### config.mk
export PLATFORM = sky130hd
export DESIGN_NAME = mips_reset_sequencer
export DESIGN_NICKNAME = d
export VERILOG_FILES = /design/src/rtl/mips_ctrl_pkg.sv /design/src/rtl/reset_sync.sv /design/src/rtl/mips_reset_sequencer.sv
export SDC_FILE = /design/constraint.sdc
export NUM_CORES = 1
export LEC_CHECK = 0
export ABC_AREA = 1
export CAP_MARGIN = 20
export CORE_ASPECT_RATIO = 1.25
export CORE_MARGIN = 1
export CORE_UTILIZATION = 39
export CTS_BUF_LIST = sky130_fd_sc_hd__clkbuf_4 sky130_fd_sc_hd__clkbuf_8 sky130_fd_sc_hd__clkbuf_16
export CTS_CLUSTER_DIAMETER = 60
export CTS_CLUSTER_SIZE = 30
export DETAILED_ROUTE_END_ITERATION = 10
export PLACE_DENSITY = 0.66
export SLEW_MARGIN = 20
export SYNTH_ARGS = -nofsm -noshare
export SYNTH_HDL_FRONTEND = slang
export SYNTH_SLANG_ARGS = --single-unit
### constraint.sdc
create_clock -name i_clk -period 3.3 [get_ports i_clk]
set_clock_uncertainty 0.05 [all_clocks]
set_input_delay 0.495 -clock i_clk [delete_from_list [all_inputs] [get_ports i_clk]]
set_output_delay 0.495 -clock i_clk [all_outputs]
set_load 0.005 [all_outputs]
### src/rtl/mips_ctrl_pkg.sv
// Shared types for the MIPS reset/run-control sequencer: FSM states and counter sizing.
package mips_ctrl_pkg;

  localparam int STATE_W = 3;

  // Hold and stagger counters are sized for the largest supported settings
  localparam int MAX_HOLD_CYCLES = 65536;
  localparam int MAX_STAGGER     = 65536;
  localparam int HOLD_CNT_W      = $clog2(MAX_HOLD_CYCLES);
  localparam int STAGGER_CNT_W   = $clog2(MAX_STAGGER);

  typedef enum logic [STATE_W-1:0] {
    SYNC    = 3'd0,
    HOLD    = 3'd1,
    RELEASE = 3'd2,
    RUN     = 3'd3,
    DONE    = 3'd4
  } state_t;

endpackage

### src/rtl/reset_sync.sv
// Reset-release synchroniser: asserts asynchronously, releases after STAGES clock edges.
module reset_sync #(
  parameter int STAGES = 2
) (
  input  logic clk,
  input  logic rst_n,
  output logic sync_rst_n
);

  logic [STAGES-1:0] q;

  always_ff @(posedge clk or negedge rst_n) begin
    if (!rst_n) q <= '0;
    else        q <= {q[STAGES-2:0], 1'b1};
  end

  assign sync_rst_n = q[STAGES-1];

endmodule

### src/rtl/mips_reset_sequencer.sv
// Staggered multi-channel reset release followed by a bounded run-cycle counter.
// Soft reset is registered once, then restarts the sequence from HOLD without re-synchronising.
module mips_reset_sequencer
  import mips_ctrl_pkg::*;
#(
  parameter int NUM_CH      = 3,
  parameter int SYNC_STAGES = 2,
  parameter int HOLD_CYCLES = 4,
  parameter int STAGGER     = 1,
  parameter int RUN_CYCLES  = 25,
  parameter int CNT_W       = 32
) (
  input  logic              i_clk,
  input  logic              i_rst_n,
  input  logic              i_soft_rst,
  output logic [NUM_CH-1:0] o_rst_n,
  output logic              o_running,
  output logic              o_done,
  output logic [CNT_W-1:0]  o_cycle_cnt,
  output logic [2:0]        o_state
);

  if (NUM_CH < 1 || NUM_CH > 8) begin : g_bad_num_ch
    $error("NUM_CH must be within 1..8");
  end
  if (SYNC_STAGES < 2) begin : g_bad_sync_stages
    $error("SYNC_STAGES must be at least 2");
  end
  if (HOLD_CYCLES < 1 || HOLD_CYCLES > MAX_HOLD_CYCLES) begin : g_bad_hold
    $error("HOLD_CYCLES out of range");
  end
  if (STAGGER < 0 || STAGGER > MAX_STAGGER) begin : g_bad_stagger
    $error("STAGGER out of range");
  end
  if (RUN_CYCLES < 0 || (CNT_W < 31 && RUN_CYCLES >= (1 << CNT_W))) begin : g_bad_run
    $error("RUN_CYCLES must fit in CNT_W bits");
  end

  // HOLD entry edge itself counts toward the hold time
  localparam int HOLD_LAST = (HOLD_CYCLES > 2) ? HOLD_CYCLES - 2 : 0;
  localparam int STG_LAST  = (STAGGER > 0) ? STAGGER - 1 : 0;

  logic                     sync_rst_n;
  logic                     soft_q;
  state_t                   state_q, state_d;
  logic [HOLD_CNT_W-1:0]    hold_q, hold_d;
  logic [STAGGER_CNT_W-1:0] stg_q, stg_d;
  logic [NUM_CH-1:0]        rst_q, rst_d;
  logic [CNT_W-1:0]         cnt_q, cnt_d;
  logic                     done_q, done_d;
  logic                     running_q;

  reset_sync #(.STAGES(SYNC_STAGES)) u_reset_sync (
    .clk        (i_clk),
    .rst_n      (i_rst_n),
    .sync_rst_n (sync_rst_n)
  );

  always_ff @(posedge i_clk or negedge i_rst_n) begin
    if (!i_rst_n) begin
      state_q   <= SYNC;
      soft_q    <= 1'b0;
      hold_q    <= '0;
      stg_q     <= '0;
      rst_q     <= '0;
      cnt_q     <= '0;
      done_q    <= 1'b0;
      running_q <= 1'b0;
    end else begin
      state_q   <= state_d;
      soft_q    <= i_soft_rst && (state_q != SYNC);
      hold_q    <= hold_d;
      stg_q     <= stg_d;
      rst_q     <= rst_d;
      cnt_q     <= cnt_d;
      done_q    <= done_d;
      running_q <= (state_d == RUN);
    end
  end

  always_comb begin
    state_d = state_q;
    hold_d  = hold_q;
    stg_d   = stg_q;
    rst_d   = rst_q;
    cnt_d   = cnt_q;
    done_d  = done_q;
    if (soft_q) begin
      state_d = HOLD;
      hold_d  = '0;
      stg_d   = '0;
      rst_d   = '0;
      cnt_d   = '0;
      done_d  = 1'b0;
    end else begin
      case (state_q)
        SYNC: begin
          if (sync_rst_n) begin
            state_d = HOLD;
            hold_d  = '0;
          end
        end
        HOLD: begin
          if (hold_q == HOLD_CNT_W'(HOLD_LAST)) begin
            stg_d = '0;
            if (STAGGER == 0 || NUM_CH == 1) begin
              rst_d   = '1;
              state_d = RUN;
            end else begin
              rst_d   = NUM_CH'(1);
              state_d = RELEASE;
            end
          end else begin
            hold_d = hold_q + 1'b1;
          end
        end
        RELEASE: begin
          if (stg_q == STAGGER_CNT_W'(STG_LAST)) begin
            // Shift in ones so release order stays strictly ascending
            rst_d = (rst_q << 1) | NUM_CH'(1);
            stg_d = '0;
            if (&rst_d) state_d = RUN;
          end else begin
            stg_d = stg_q + 1'b1;
          end
        end
        RUN: begin
          cnt_d = (&cnt_q) ? cnt_q : cnt_q + 1'b1;
          if (RUN_CYCLES != 0 && cnt_d == CNT_W'(RUN_CYCLES)) begin
            state_d = DONE;
            done_d  = 1'b1;
          end
        end
        DONE: begin
        end
        default: state_d = SYNC;
      endcase
    end
  end

  assign o_rst_n     = rst_q;
  assign o_running   = running_q;
  assign o_done      = done_q;
  assign o_cycle_cnt = cnt_q;
  assign o_state     = state_q;

endmodule
# Word-level counts from Yosys, hierarchy flattened
# Index checks and enable logic that the tools add are counted.
# word_totals
word_cells	62
regBits	75
out_inout_bits	40
# op_classes
n_mux	25
n_reduce_logical	14
n_eq_ne	11
addsub	3
# ops
cell	n
two-way mux 16 bit	6
two-way mux 32 bit	3
case mux 16 bit (2 select lines)	2
adder 16 x 1 -> 16 bit, second input constant	2
adder 32 x 1 -> 32 bit, second input constant	1
equality test 32 x 5 -> 1 bit, second input constant	1
AND reduction 32 bit	1
two-way mux 3 bit	9
equality test 16 x 2 -> 1 bit, second input constant	1
logical NOT 16 bit	1
case mux 3 bit (5 select lines)	1
equality test 3 x 2 -> 1 bit, second input constant	3
!= test 3 bit, second input constant	3
nonzero test 3 bit	3
case mux 3 bit (2 select lines)	1
AND reduction 2 bit	3
AND reduction 3 bit	2
nonzero test 2 bit	2
equality test 3 x 1 -> 1 bit, second input constant	1
equality test 3 bit, second input constant	1
logical NOT 3 bit	1
two-way mux 1 bit	3
!= test 3 x 2 -> 1 bit, second input constant	1
logical AND 1 bit	1

# Logic depth before layout (Yosys ltp)
# Gate-level depths: netlist of the first run.
# depth
depth_word	7
mapped_depth	18
ltp_nobuf	18

# Modules after synthesis
# Synthesis of the first run repeated with hierarchy kept, for this count alone.
# unflattened
hier_cells	675
area_unflattened_um2	4728.3
# by_module_without_submodules
module	cells_per_inst	area_per_inst_um2	n_inst	seq_area_each_um2
mips_reset_sequencer	672	4674.5	1	1826.8
reset_sync	3	53.8	1	50.0

# Least setup slack after synthesis of the first run
# Ideal clock, no wire load.
# synth_timing
kind	register to register
from	reg cnt_q[0] (netlist: o_cycle_cnt[0])
to	reg running_q (netlist: o_running)
path_buffers	1
path_stages_with_launch	19
period_less_slack_ps	2247
t_arrival_ps	2083
setup_slack_ps	1053
setup_ps	114
t_required_ps	3136
path_cell_list	dfrtp_1 ha_1 nand2_4 nor2_4 nand2_4 nor2_8 nand2_4 clkinv_4 buf_8 nor2_1 nand2_1 nor2_1 nand3_1 nor2_2 nand2_2 nand2_2 nand2_1 nand3_1 inv_1
# synth_between
elab_chain_cells	7
elab_cells_between_ends	8
# synth_rtl
element	line_no	rtl
from (decl)	mips_reset_sequencer.sv:49	logic [CNT_W-1:0] cnt_q, cnt_d;
from (signal assigned)	mips_reset_sequencer.sv:75	cnt_q <= cnt_d;
adder 32 x 1 -> 32 bit or AND reduction 32 bit (tied branches)	mips_reset_sequencer.sv:128	cnt_d = (&cnt_q) ? cnt_q : cnt_q + 1'b1;
two-way mux 32 bit *	mips_reset_sequencer.sv:128	
equality test 32 x 5 -> 1 bit *	mips_reset_sequencer.sv:129	if (RUN_CYCLES != 0 && cnt_d == CNT_W'(RUN_CYCLES)) begin
two-way mux 3 bit *	mips_reset_sequencer.sv:129	
case mux 3 bit (5 select lines) *	mips_reset_sequencer.sv:96	case (state_q)
two-way mux 3 bit *	mips_reset_sequencer.sv:88	if (soft_q) begin
equality test 3 x 2 -> 1 bit *	mips_reset_sequencer.sv:77	running_q <= (state_d == RUN);
to (signal assigned)	mips_reset_sequencer.sv:77	
to (decl)	mips_reset_sequencer.sv:51	logic running_q;
# Mark *: on every way between the ends. The rest lies on a longest branch, timed or not.
# A chain may end at the register's enable or synchronous reset.

# Worst setup path in the final report of the first run
# Ends and elaborated chain as after synthesis.

==> impl_metrics.yaml, run 1 <==
grt:
  use_met1_pct: 27.9
  globalRouteMet3Util_pct: 3.39
  grt_pass1_vias: 4737
  antenna_found_initial: 0
  grt_overflow: 0
  grtUsageTotal_pct: 23.2
  use_met2_pct: 40.1
  grt_pass1_wl_mm: 23.0
  grt_max_degree: 76
  busiest_layer: "met2"
yosys:
  yosys.area_share.simple_pct: 36.5
  synth_top_family_by_area: "simple AND/OR/NAND/NOR gates"
  synthesis.nets: 694
  synthAdderAreaFrac_pct: 1.30
  synth-xor-area-share_pct: 3.44
  yosys_warnings: 0
  synth_compound_area_share_pct: 10.6
  seq_area_frac_synth_pct: 39.1
  synth_area_mm2: 0.00480
  ys_ff_latch: 75
  netlist-cell-type-count: 39
  synthMuxAreaShare_pct: 0
  syn-instance-count: 686
  postSynthAreaPerCell_um2: 7.00
placement:
  dp_hpwl_mm: 10.3
  dp.cells: 881
  numPortBuffers: 42
  gp_congestion: 1.01
clock_network:
  cts_resized: 0
  cts_buffers: 9
  cts_htree_levels: 3
  clock_path_buffers: 2
  insertion_delay_ns: 0.33
  root_buffer: "clkbuf_16"
  ctsHoldBuffers: 0
  worst_setup_hold_path_clk_slew_ns: 0.06
  cts_tree: "built"
  postCtsSetupBuffers: 0
  cts.sinks: 75
sta:
  fin_tns_setup_ns: 0
  period_share_pct: 79.7
  finalMaxSlewViolations: 0
  rsz0062_at_grt: "no"
  finalSetupViolCount: 0
  tightest_slew_ns: 0.940
  finalHoldViolCount: 0
  slew_headroom_pct: 37.3
  fin_crit_ns: 2.63
  fmax_mhz: 380
  hold_slack_ns: 0.256
floorplan:
  die_h_um: 126
  die-area_mm2: 0.0128
  pin_count: 43
  initial_utilization_pct: 40.8
  fp-row-count: 44
  core_mm2: 0.0118
  die_x_um: 101
pwr:
  power_density_mw_per_mm2: 454
  leakagePower_uw: 0.00245
  max-vdd-ir-drop_mv: 0.319
finish:
  insertedDiodeCount: 0
  drive_gt1_share_pct: 8.30
  final_cells: 896
  seqCellArea_mm2: 0.00188
  fin_nets: 739
  syn_to_final_growth_pct: 17.7
  fillCellCount: 1192
  multi_input_area_mm2: 0.00249
route:
  drc: 0
  finalWirelength_mm: 13.6
  drtAntennaViolNets: 0
  num_vias: 4720
  drt_first_pass_iters: 5
  drt_iter0_markers: 232
  wl_per_cell_um: 15.2
  avgViaCountPerCell: 5.27
worst_setup_path:
  slowest_stage: "dfrtp_1"
  cp.arrival_ns: 2.81
  startpoint_type: "register"
  crit_chain: "ha_1 > nand2_4 > nor2_4 > nand2_4 > nor2_8 > nand2_4 > clkinv_4 > nor2_1 > nand2_1 > nor2_1 > nand3_1 > nor2_2 > nand2_2 > nand2_2 > nand2_1 > nand3_1 > inv_1"
  path_buf_inv: 2
  worst_setup_path_end_kind: "register"
  critPathMaxStageDelay_ns: 0.48
  critPathTopFamily: "simple AND/OR/NAND/NOR gates"
  required_ns: 3.48
  timing.reg2reg.setup_slack_ns: 0.67
  r2r-end: "o_running$_DFF_PN0_"
  r2r_cells: 17
  path_class: "register to register"
  reg2reg_from: "o_cycle_cnt[0]$_DFFE_PN0P_"
  cp_common_cell: "nand2_4"
  crit_fanout: 21
hold_path:
  hold_path.class: "input port to asynchronous set/reset pin"
outcome:
  outcome: "completed"
flow_run:
  cap_violations: 0
-- cell usage in the layout, fill, tap and decap left out, drive strengths merged, types with 17 or more instances in the layout --
| master | count |
|---|---|
| xor2 | 18 |
| clkdlybuf4s50 | 41 |
| nand4 | 17 |
| dfrtp | 75 |
| o21ai | 50 |
| nand2 | 183 |
| a21oi | 26 |
| nand3 | 52 |
| nor3 | 17 |
| nor2 | 110 |
| inv | 90 |
-- state kept, by name, summed over array words and instances (netlist names) --
| register | count |
|---|---|
| o_cycle_cnt | 32 |
| hold_q | 16 |
| stg_q | 16 |
| o_running | 1 |
| o_done | 1 |
| o_rst_n | 3 |
| soft_q | 1 |
| u_reset_sync.q | 2 |
| o_state | 3 |
-- layout make-up --
cell class,count,share of cell area [%]
multi-input cells,505,44.1
flip-flops and latches,75,33.2
repair buffers,46,7.92
inverters,94,6.33
clock buffers,13,4.63
well taps,161,3.56
clock inverters,2,0.221
-- cell families (layout without fill, tap and decap cells) --
| kind of cell | after synthesis | in the layout |
|---|---|---|
| and+or+nand+nor | 387 | 387 |
| DFF | 75 | 75 |
| AOI/OAI and AO/OA | 94 | 94 |
| buffers and inverters | 106 | 155 |
| other | 1 | 1 |
| xor gates and xnor gates | 18 | 18 |
| adders and majority gates | 5 | 5 |
-- metal layers --
| layer | routed length, um | share of wire [%] |
|---|---|---|
| met4 | 453 | 3.3 |
| met3 | 714 | 5.2 |
| met1 | 5630 | 41 |
| met5 | 0 | 0 |
| met2 | 6830 | 50 |
-- report_power, final --
group,internal [uW],total (uW),switching [uW]
combinational,198,619,421
clock,549,915,366
sequential,968,1030,65.8
total,1720,2570,852
-- worst max path at each step --
| stage | from | endpoint | slack, ns | cells past startpoint |
|---|---|---|---|---|
| CTS | o_cycle_cnt[0]$_DFFE_PN0P_ | o_running$_DFF_PN0_ | 0.69 | 16 |
| global route | hold_q[0]$_DFFE_PN0P_ | stg_q[10]$_DFFE_PN0P_ | 0.44 | 14 |
| floorplan | o_cycle_cnt[0]$_DFFE_PN0P_ | o_running$_DFF_PN0_ | 1.05 | 18 |
| global placement | o_cycle_cnt[0]$_DFFE_PN0P_ | o_running$_DFF_PN0_ | 0.73 | 16 |
| finish | o_cycle_cnt[0]$_DFFE_PN0P_ | o_running$_DFF_PN0_ | 0.67 | 17 |
| detailed placement | o_cycle_cnt[0]$_DFFE_PN0P_ | o_running$_DFF_PN0_ | 0.70 | 16 |
-- synth_stat cells --
cell type,count,area (um2)
a21boi_0,1,7.51
a21oi_1,26,130
a31oi_1,1,6.26
a32o_1,1,10.0
buf_2,3,15.0
buf_6,2,22.5
buf_8,1,15.0
clkbuf_1,6,22.5
clkinv_1,3,11.3
clkinv_4,1,8.76
conb_1,1,3.75
dfrtp_1,75,1880
ha_1,5,62.6
inv_1,83,312
inv_2,7,26.3
nand2_1,172,646
nand2_2,8,50.1
nand2_4,3,33.8
nand3_1,49,245
nand3_2,3,30.0
nand3b_1,1,7.51
nand4_1,17,106
nor2_1,94,353
nor2_2,9,56.3
nor2_4,6,67.6
nor2_8,1,20.0
nor3_1,15,75.1
nor3_2,2,20.0
nor3b_1,1,7.51
nor4_1,6,37.5
o21a_1,1,7.51
o21ai_0,48,240
o21ai_1,2,10.0
o22ai_1,10,62.6
o311a_1,1,10.0
o31ai_1,2,15.0
o32ai_1,1,8.76
xor2_1,17,149
xor2_2,1,16.3
-- metrics by stage --
step	utilization (%)	instance area (um2)	power [uW]	setup slack, ns
after CTS	48.0	5650	2590	0.693
after floorplan	-	4800	1440	1.05
after global placement	45.7	5380	1660	0.733
after global routing	48.0	5650	2720	0.437
after detailed placement	45.7	5380	1660	0.695
final	48.0	5650	2570	0.671
(Power assumes the default switching activity.)
==> inputs of run 2 (changes only) <==
==> constraint.sdc (replaced) <==
create_clock -name i_clk -period 2.8 [get_ports i_clk]
set_clock_uncertainty 0.05 [all_clocks]
set_input_delay 0.42 -clock i_clk [delete_from_list [all_inputs] [get_ports i_clk]]
set_output_delay 0.42 -clock i_clk [all_outputs]
set_load 0.005 [all_outputs]
==> impl_metrics.yaml, run 2 (synthesis results as in run 1) <==
outcome:
  outcome: "completed"
clock_network:
  cts_htree_levels: 3
  insertion_delay_ns: 0.34
  worst_setup_hold_path_clk_slew_ns: 0.06
  ctsHoldBuffers: 0
  postCtsSetupBuffers: 0
  cts_buffers: 9
  clock_path_buffers: 2
  root_buffer: "clkbuf_16"
  cts.sinks: 75
  cts_tree: "built"
route:
  drc: 0
  finalWirelength_mm: 13.6
  drt_iter0_markers: 243
  wl_per_cell_um: 15.0
  drtAntennaViolNets: 0
  num_vias: 4746
  drt_first_pass_iters: 7
  avgViaCountPerCell: 5.24
finish:
  fin_nets: 747
  syn_to_final_growth_pct: 20.4
  final_cell_mix: "nand2_1 (172), nor2_1 (94), inv_1 (83)"
  drive_gt1_share_pct: 9.54
  insertedDiodeCount: 0
  largest_reg_flops: 32
  layout_commonest_cell: "nand2_1"
  post-route-util_pct: 49.1
grt:
  grt_pass1_vias: 4776
  grt_pass1_wl_mm: 22.9
  grt_max_degree: 76
  grt_overflow: 0
  antenna_found_initial: 0
  grtUsageTotal_pct: 23.2
worst_setup_path:
  r2r-end: "o_running$_DFF_PN0_"
  cp.arrival_ns: 2.67
  r2r_cells: 17
  worst_setup_path_end_kind: "register"
  path_class: "register to register"
  required_ns: 2.98
  reg2reg_from: "o_cycle_cnt[1]$_DFFE_PN0P_"
  crit_fanout: 21
  timing.reg2reg.setup_slack_ns: 0.30
  startpoint_type: "register"
sta:
  tightest_slew_ns: 0.944
  fmax_mhz: 401
  period_share_pct: 89.1
  rsz0062_at_grt: "no"
  finalHoldViolCount: 0
  finalSetupViolCount: 0
  finalMaxSlewViolations: 0
  fin_crit_ns: 2.50
  slew_headroom_pct: 37.0
  fin_tns_setup_ns: 0
floorplan:
  die_x_um: 101
  core_mm2: 0.0118
  fp-row-count: 44
  die-area_mm2: 0.0128
  pin_count: 43
  die_h_um: 126
  initial_utilization_pct: 40.8
pwr:
  leakagePower_uw: 0.00252
  power_density_mw_per_mm2: 574
  max-vdd-ir-drop_mv: 0.356
placement:
  dp_hpwl_mm: 10.2
  numPortBuffers: 42
  gp_congestion: 0.921
hold_path:
  hold_path.class: "input port to asynchronous set/reset pin"
flow_run:
  cap_violations: 0
==> run 2: changes by cell type in the layout (fill, tap and decap cells not counted) <==
cell       delta
ha_4          +1
ha_1          -1
buf_4         +8
clkbuf_8      +1
clkbuf_4      -2
bufinv_16     +2
==> run 2: area by class of cell <==
type	instances	area, um2
fillers	1192	6000
multi-input cells	505	2510
flip-flops and latches	75	1880
repair buffers	54	508
inverters	94	358
clock buffers	12	260
well taps	161	201
clock inverters	4	72.6
==> run 2: timing repair <==
action | in CTS | in global routing
endpoints found under the setup margin | 0 | 1
endpoints found under the hold margin | 0 | 0
resized for setup | 0 | 2
==> run 2: critical path: stages (launching register included) <==
cell and delay [ns]:
dfrtp_1 0.45, ha_4 0.22, nand2_4 0.07, nor2_4 0.05, nand2_4 0.12, nor2_8 0.07, nand2_4 0.20, clkinv_4 0.20
nor2_1 0.18, nand2_1 0.10, nor2_2 0.12, nand2_1 0.09, nor2_2 0.13, nand2_2 0.07, nand2_2 0.08, nand2_1 0.05
nand3_1 0.08, inv_1 0.05
==> run 2: per-layer routing <==
| layer | GRT usage, % | vias to the layer above | share of wire [%] |
|---|---|---|---|
| met2 | 38.5 | 171 | 48 |
| li1 | - | 2323 | - |
| met3 | 3.39 | 40 | 6.1 |
| met1 | 28.4 | 2212 | 41 |
| met4 | 13.4 | 0 | 4.9 |
| met5 | 0 | - | 0 |
==> run 2: worst max path at each step <==
stage,start,to,slack (ns),cells after the start
2_1_floorplan,o_cycle_cnt[0]$_DFFE_PN0P_,o_running$_DFF_PN0_,0.55,18
3_3_place_gp,o_cycle_cnt[1]$_DFFE_PN0P_,o_running$_DFF_PN0_,0.32,16
3_5_place_dp,o_cycle_cnt[1]$_DFFE_PN0P_,o_running$_DFF_PN0_,0.24,16
4_1_cts,o_cycle_cnt[1]$_DFFE_PN0P_,o_running$_DFF_PN0_,0.22,16
5_1_grt,o_cycle_cnt[1]$_DFFE_PN0P_,o_running$_DFF_PN0_,0.04,16
6_report,o_cycle_cnt[1]$_DFFE_PN0P_,o_running$_DFF_PN0_,0.30,17
==> run 2: power by group <==
part	leakage (uW)	switching, uW	internal (uW)
logic	0.00132	545	277
clock network	0.000162	459	838
registers	0.00103	63.9	1140
==> run 2: metrics by stage <==
step	power, uW	setup WS (ns)	std cells	instance area [um2]	hold slack (ns)
2_1_floorplan	1690	0.553	686	4800	0.0744
3_3_place_gp	2010	0.321	889	5440	0.283
3_5_place_dp	2020	0.244	889	5440	0.294
4_1_cts	3330	0.224	905	5770	0.217
5_1_grt	3490	0.0406	905	5780	0.276
6_report	3320	0.304	905	5780	0.174
